$ cat src/rtl/display_sequencer.sv
// Sequencer for the note-highway display: full-grid clear, then per-beat shift + redraw of 3 note boxes.
// Latency: clear pixel plots 2 cycles after loadDefault; box pixel plots 4 cycles after issue.
// No backpressure: one pixel per cycle; FLUSH drains the datapath pipeline before the next phase.
//
// Ports:
//   clock, reset (sync, active-high), start (level), beatTick (1-cycle pulse)
//   shiftSong, loadDefault, writeDefault, loadX/loadY, writeToScreen, songDone : datapath strobes
//   gridCounter[15:0] (bit 15 tied 0), boxCounter[1:0], pixelCount[14:0] : datapath indices
//   plot : VGA write enable; busy : high outside IDLE
//   beatOverrun : sticky, present only when DISPLAY_SEQ_BEAT_OVERRUN_EN is defined
// Optional feature macro: DISPLAY_SEQ_BEAT_OVERRUN_EN (queue one beat that lands mid-draw).
module display_sequencer #(
  parameter logic [14:0] CLEAR_LAST = 15'd32767,
  parameter logic [14:0] BOX_LAST   = 15'd7679,
  parameter logic [7:0]  SONG_BEATS = 8'd4,
  parameter logic [1:0]  NUM_BOXES  = 2'd3
) (
  input  logic        clock,
  input  logic        reset,
  input  logic        start,
  input  logic        beatTick,
  output logic        shiftSong,
  output logic        loadDefault,
  output logic        writeDefault,
  output logic        loadX,
  output logic        loadY,
  output logic        writeToScreen,
  output logic        songDone,
  output logic [15:0] gridCounter,
  output logic [1:0]  boxCounter,
  output logic [14:0] pixelCount,
  output logic        plot,
  output logic        busy
`ifdef DISPLAY_SEQ_BEAT_OVERRUN_EN
  ,
  output logic        beatOverrun
`endif
);

  typedef enum logic [2:0] {
    S_IDLE, S_CLEAR, S_WAIT_BEAT, S_SHIFT, S_DRAW, S_FLUSH, S_DONE
  } state_t;

  state_t      state_q, state_d;
  state_t      ret_q, ret_d;
  logic [14:0] grid_q, grid_d;
  logic [1:0]  box_q, box_d;
  logic [14:0] pix_q, pix_d;
  logic [7:0]  beats_q, beats_d;
  // draw_vld: [0] addr/colour regs, [1] currentAddress (loadX/Y), [2] writeToScreen, [3] plot
  logic [3:0]  draw_vld_q, draw_vld_d;
  // clr_vld: [0] writeDefault, [1] plot
  logic [1:0]  clr_vld_q, clr_vld_d;
  logic        issue;
  logic        pipe_busy;

`ifdef DISPLAY_SEQ_BEAT_OVERRUN_EN
  logic pend_q, pend_d;
  logic ovr_q, ovr_d;
  logic tick_mid;
`endif

  assign pipe_busy = (|draw_vld_q) | (|clr_vld_q);

  always_comb begin
    state_d     = state_q;
    ret_d       = ret_q;
    grid_d      = grid_q;
    box_d       = box_q;
    pix_d       = pix_q;
    beats_d     = beats_q;
    shiftSong   = 1'b0;
    loadDefault = 1'b0;
    songDone    = 1'b0;
    issue       = 1'b0;
`ifdef DISPLAY_SEQ_BEAT_OVERRUN_EN
    pend_d   = pend_q;
    ovr_d    = ovr_q;
    tick_mid = beatTick &&
               (state_q == S_SHIFT || state_q == S_DRAW || state_q == S_FLUSH);
    // A tick while already pending lands on the same flag and is effectively dropped.
    if (tick_mid) begin
      pend_d = 1'b1;
      ovr_d  = 1'b1;
    end
`endif

    case (state_q)
      S_IDLE: begin
        if (start) begin
          state_d = S_CLEAR;
          grid_d  = '0;
        end
      end
      S_CLEAR: begin
        loadDefault = 1'b1;
        if (grid_q == CLEAR_LAST) begin
          grid_d  = '0;
          ret_d   = S_WAIT_BEAT;
          state_d = S_FLUSH;
        end else begin
          grid_d = grid_q + 15'd1;
        end
      end
      S_WAIT_BEAT: begin
        if (beatTick) begin
          state_d = S_SHIFT;
        end
`ifdef DISPLAY_SEQ_BEAT_OVERRUN_EN
        // Covers a tick that arrived in the final FLUSH cycle.
        if (pend_q) begin
          state_d = S_SHIFT;
        end
        if (beatTick || pend_q) begin
          pend_d = 1'b0;
        end
`endif
      end
      S_SHIFT: begin
        shiftSong = 1'b1;
        beats_d   = beats_q + 8'd1;
        box_d     = '0;
        pix_d     = '0;
        state_d   = S_DRAW;
      end
      S_DRAW: begin
        issue = 1'b1;
        if (pix_q == BOX_LAST) begin
          if (box_q == NUM_BOXES - 2'd1) begin
            // Last pixel: indices hold while the pipeline drains.
            state_d = S_FLUSH;
            ret_d   = (beats_q == SONG_BEATS) ? S_DONE : S_WAIT_BEAT;
          end else begin
            pix_d = '0;
            box_d = box_q + 2'd1;
          end
        end else begin
          pix_d = pix_q + 15'd1;
        end
      end
      S_FLUSH: begin
        if (!pipe_busy) begin
          state_d = ret_q;
`ifdef DISPLAY_SEQ_BEAT_OVERRUN_EN
          if (ret_q == S_WAIT_BEAT && pend_q) begin
            state_d = S_SHIFT;
            pend_d  = 1'b0;
          end
`endif
        end
      end
      S_DONE: begin
        songDone = 1'b1;
        beats_d  = '0;
        if (!start) begin
          state_d = S_IDLE;
        end else begin
          state_d = S_WAIT_BEAT;
`ifdef DISPLAY_SEQ_BEAT_OVERRUN_EN
          if (pend_q) begin
            state_d = S_SHIFT;
            pend_d  = 1'b0;
          end
`endif
        end
      end
      default: state_d = S_IDLE;
    endcase

    draw_vld_d = {draw_vld_q[2:0], issue};
    clr_vld_d  = {clr_vld_q[0], loadDefault};
  end

  always_ff @(posedge clock) begin
    if (reset) begin
      state_q    <= S_IDLE;
      ret_q      <= S_WAIT_BEAT;
      grid_q     <= '0;
      box_q      <= '0;
      pix_q      <= '0;
      beats_q    <= '0;
      draw_vld_q <= '0;
      clr_vld_q  <= '0;
`ifdef DISPLAY_SEQ_BEAT_OVERRUN_EN
      pend_q     <= 1'b0;
      ovr_q      <= 1'b0;
`endif
    end else begin
      state_q    <= state_d;
      ret_q      <= ret_d;
      grid_q     <= grid_d;
      box_q      <= box_d;
      pix_q      <= pix_d;
      beats_q    <= beats_d;
      draw_vld_q <= draw_vld_d;
      clr_vld_q  <= clr_vld_d;
`ifdef DISPLAY_SEQ_BEAT_OVERRUN_EN
      pend_q     <= pend_d;
      ovr_q      <= ovr_d;
`endif
    end
  end

  assign writeDefault  = clr_vld_q[0];
  assign loadX         = draw_vld_q[1];
  assign loadY         = draw_vld_q[1];
  assign writeToScreen = draw_vld_q[2];
  assign plot          = clr_vld_q[1] | draw_vld_q[3];
  assign busy          = (state_q != S_IDLE);
  assign gridCounter   = {1'b0, grid_q};
  assign boxCounter    = box_q;
  assign pixelCount    = pix_q;
`ifdef DISPLAY_SEQ_BEAT_OVERRUN_EN
  assign beatOverrun   = ovr_q;
`endif

endmodule

$ cat config.mk
export PLATFORM = sky130hd
export DESIGN_NAME = display_sequencer
export DESIGN_NICKNAME = d
export VERILOG_FILES = /design/src/rtl/display_sequencer.sv
export SDC_FILE = /design/constraint.sdc
export NUM_CORES = 1
export LEC_CHECK = 0
export CORE_MARGIN = 2
export CORE_UTILIZATION = 52
export DETAILED_ROUTE_END_ITERATION = 7
export PLACE_DENSITY_LB_ADDON = 0.2
export SETUP_SLACK_MARGIN = 0.5
export SYNTH_ARGS = -nofsm -noshare
export SYNTH_HDL_FRONTEND = slang
export SYNTH_SLANG_ARGS = --single-unit
export TNS_END_PERCENT = 30
$ cat constraint.sdc
create_clock -name clock -period 2.5 [get_ports clock]
set_input_delay 0.375 -clock clock [delete_from_list [all_inputs] [get_ports clock]]
set_output_delay 0.375 -clock clock [all_outputs]
set_load 0.01 [all_outputs]
==> impl_metrics.json <==
{
  "status": "finished, final reports clean",
  "ys_seq_elements": 50,
  "gp_congestion": 0.8281,
  "p_sw_share_pct": 39.71,
  "antenna_found_initial": 0,
  "setup_viol": 0,
  "post-synth-top-area-fraction_pct": 39.10,
  "place_inst": 423,
  "cap_violations": 0,
  "ios": 46,
  "slowest_stage": "or4b_4",
  "synthArstFlopShare_pct": 0,
  "slowest_delay_ns": 0.55,
  "pwr-share-clk_pct": 18.1,
  "syn-cell-area_um2": 2560,
  "fin_nets": 387,
  "drtAntennaViolNets": 0,
  "layoutNonFillerInstCount": 445,
  "cts_tree": "yes",
  "rows": 25,
  "cts.clk_slew.worst_paths_ns": 0.09,
  "first_global_vias": 2287,
  "regArea_um2": 1018,
  "viasPerCell": 5.906,
  "num_vias": 2628,
  "synth_fp_nets": 326,
  "rsz0062_at_grt": "yes",
  "dieArea_um2": 5500,
  "peakVddDrop_uv": 400.9,
  "cts.sinks": 50,
  "finalMaxSlewViolations": 0,
  "combPwrFrac_pct": 43.3,
  "dr.first_iter.drc_count": 229,
  "synth_ff_type": "dfxtp_1",
  "first_pass_iters": 4,
  "synth_cells": 317,
  "diodes": 0,
  "path_common_cell": "buf_6",
  "synth_area_leaders": "dfxtp_1 39%, nor2_1 5.7%, nand2_1 4.1%, nor3_1 4.1%, a21oi_1 3.9%",
  "fin_area_um2": 3427,
  "multi_input_area_um2": 1529,
  "io_buffers": 44,
  "synth_edf_count": 0,
  "cp_max_fo": 6,
  "finalHoldViolations": 0,
  "p_per_area_nw_per_um2": 726.9,
  "arrival_ns": 2.30,
  "cp-start-kind": "flip-flop",
  "grt_usage_pct": 23.82,
  "drt-total-wl_mm": 6.531,
  "die_h_um": 74.17,
  "die_width_um": 74.17,
  "p_seq_share_pct": 38.6,
  "start_util_pct": 54.20,
  "drcViolationCount": 0,
  "grt_pass1_wl_mm": 10.39,
  "fmax_mhz": 473.3,
  "grt_overflow": 0,
  "place_area_um2": 3107,
  "dp.final_hpwl_mm": 4.387,
  "p_sw_w": 0.0009893,
  "holdBufCountCts": 0,
  "setup_tns_ns": 0,
  "nFillCells": 358,
  "end_kind": "flip-flop",
  "clk_latency_ns": 0.30,
  "crit_chain": "or4b_4 > buf_6 > nor4_4 > nor2_4 > buf_6 > buf_12 > a41oi_1 > a311oi_1",
  "min_period_ns": 2.113,
  "leakage_nw": 1.224,
  "p_int_w": 0.001502,
  "htree_levels": 2,
  "crit_required_ns": 2.68,
  "root_buffer": "clkbuf_8",
  "synth_area_per_cell_um2": 8.076,
  "layout-drive-gt1-share_pct": 18.52,
  "clockBufferDepth": 2,
  "tightest_slew_ns": 0.7164,
  "synth-seq-area-share_pct": 39.10,
  "min_path_type": "flip-flop to flip-flop",
  "critical_path_class": "flip-flop to flip-flop",
  "maxSlewHeadroom_pct": 51.74,
  "area_growth_pct": 33.87,
  "grt_max_degree": 24,
  "synth_top_area_cell": "dfxtp_1",
  "ys_types": 59,
  "core_area_um2": 4723,
  "wl_per_cell_um": 14.68,
  "ys.warnings.count": 0,
  "final_cell_mix": "42 x dfxtp_1, 42 x clkdlybuf4s50_1, 37 x nor2_1, 27 x nand2_1",
  "numCtsBuffers": 5,
  "fin_crit_sh_pct": 84.52,
  "skew_ns": 0.009967
}
[sequential cells by signal, summed over array words and instances (netlist names)]
signal and count:
beats_q 8, boxCounter 2, clr_vld_q 2, draw_vld_q 4, grid_q 15, pixelCount 15
ret_q 1, state_q 3
[final cells by class]
| type | instances | area share (%) |
|---|---|---|
| clock buffers | 5 | 2.008 |
| clock inverters | 2 | 0.2921 |
| inverters | 11 | 1.278 |
| multi-input cells | 241 | 44.61 |
| flip-flops and latches | 50 | 29.72 |
| well taps | 67 | 2.446 |
| repair buffers | 69 | 19.64 |
[layer usage]
metal / track usage, % / share of wire (%) / wire length (µm) / vias to the layer above
met4: 7.677 / 0.90 / 59 / 0
li1: - / - / - / 1294
met5: 0 / 0 / 0 / -
met3: 4.472 / 6.0 / 395 / 7
met1: 32.38 / 47 / 3057 / 1239
met2: 38.39 / 46 / 3019 / 88
[cell families (layout without fill, tap and decap cells)]
family / Yosys count / after routing / share of synthesized area [%]
AOI/OAI and AO/OA: 74 / 74 / 19.75
xor gates and xnor gates: 4 / 4 / 1.369
adders and majority gates: 5 / 5 / 2.444
buffers and inverters: 26 / 87 / 4.252
DFF: 50 / 50 / 39.10
muxes: 5 / 5 / 2.102
other: 1 / 1 / 0.1465
and+or+nand+nor: 152 / 152 / 30.84
[path summary, 6_finish.rpt]
check	from	to	slack [ns]	depth (start not counted)
hold reg to reg	draw_vld_q[0]	draw_vld_q[1]	0.47	1
setup / recovery	pixelCount[14]	pixelCount[3]	0.39	8
hold / removal	draw_vld_q[0]	draw_vld_q[1]	0.47	1
setup reg to reg	pixelCount[14]	pixelCount[3]	0.39	8
[stage by stage]
step	worst slack (ns)	util [%]	total power (W)	hold slack (ns)
after floorplan	0.4964	-	0.001517	0.4392
after global placement	0.4274	65.77	0.001829	0.4543
after detailed placement	0.3827	65.77	0.001844	0.4522
after CTS	0.4050	68.37	0.002303	0.4666
after global routing	0.3048	72.56	0.002638	0.4888
final	0.3871	72.56	0.002491	0.4697
[power groups by stage]
stage	registers, W	logic (W)	clock network, W
detailed placement	0.000952	0.000892	0
global placement	0.000948	0.000881	0
finish	0.000962	0.00108	0.000450
CTS	0.000947	0.000897	0.000459
floorplan	0.000915	0.000602	0
global route	0.000973	0.00118	0.000484
[critical path: cells and delay by family (launching register included)]
family	cells	cell delay [ns]
and+or+nand+nor	3	0.97
buffers and inverters	3	0.41
DFF	1	0.34
AOI/OAI and AO/OA	2	0.28
[cells in the mapped netlist, types with 2 or more instances]
cell type and instances:
nand3_1 16, mux2i_1 2, o21ai_0 10, a22oi_1 3, nor4_1 5, or4_1 2, o21ai_1 4, a211oi_1 5
nor2_1 39, nor3_1 21, nor2b_1 4, o31ai_1 3, dfxtp_1 50, a31oi_1 3, and3_1 7, a311oi_1 8
a21oi_1 20, and2_1 4, buf_2 3, clkbuf_1 10, nand2_1 28, inv_1 10, nand4_1 9, buf_4 2
a21o_1 3, o211ai_1 2, mux2_2 3, xor2_1 3, ha_1 5, nand3b_1 4
[what timing repair did]
action | CTS | global route
resized for setup | 15 | 25
pin swaps | 7 | 13
setup buffers | 2 | 13
endpoints found under the setup margin | 26 | 27
cloned | 0 | 0
Power figures use the tool's default switching activity.
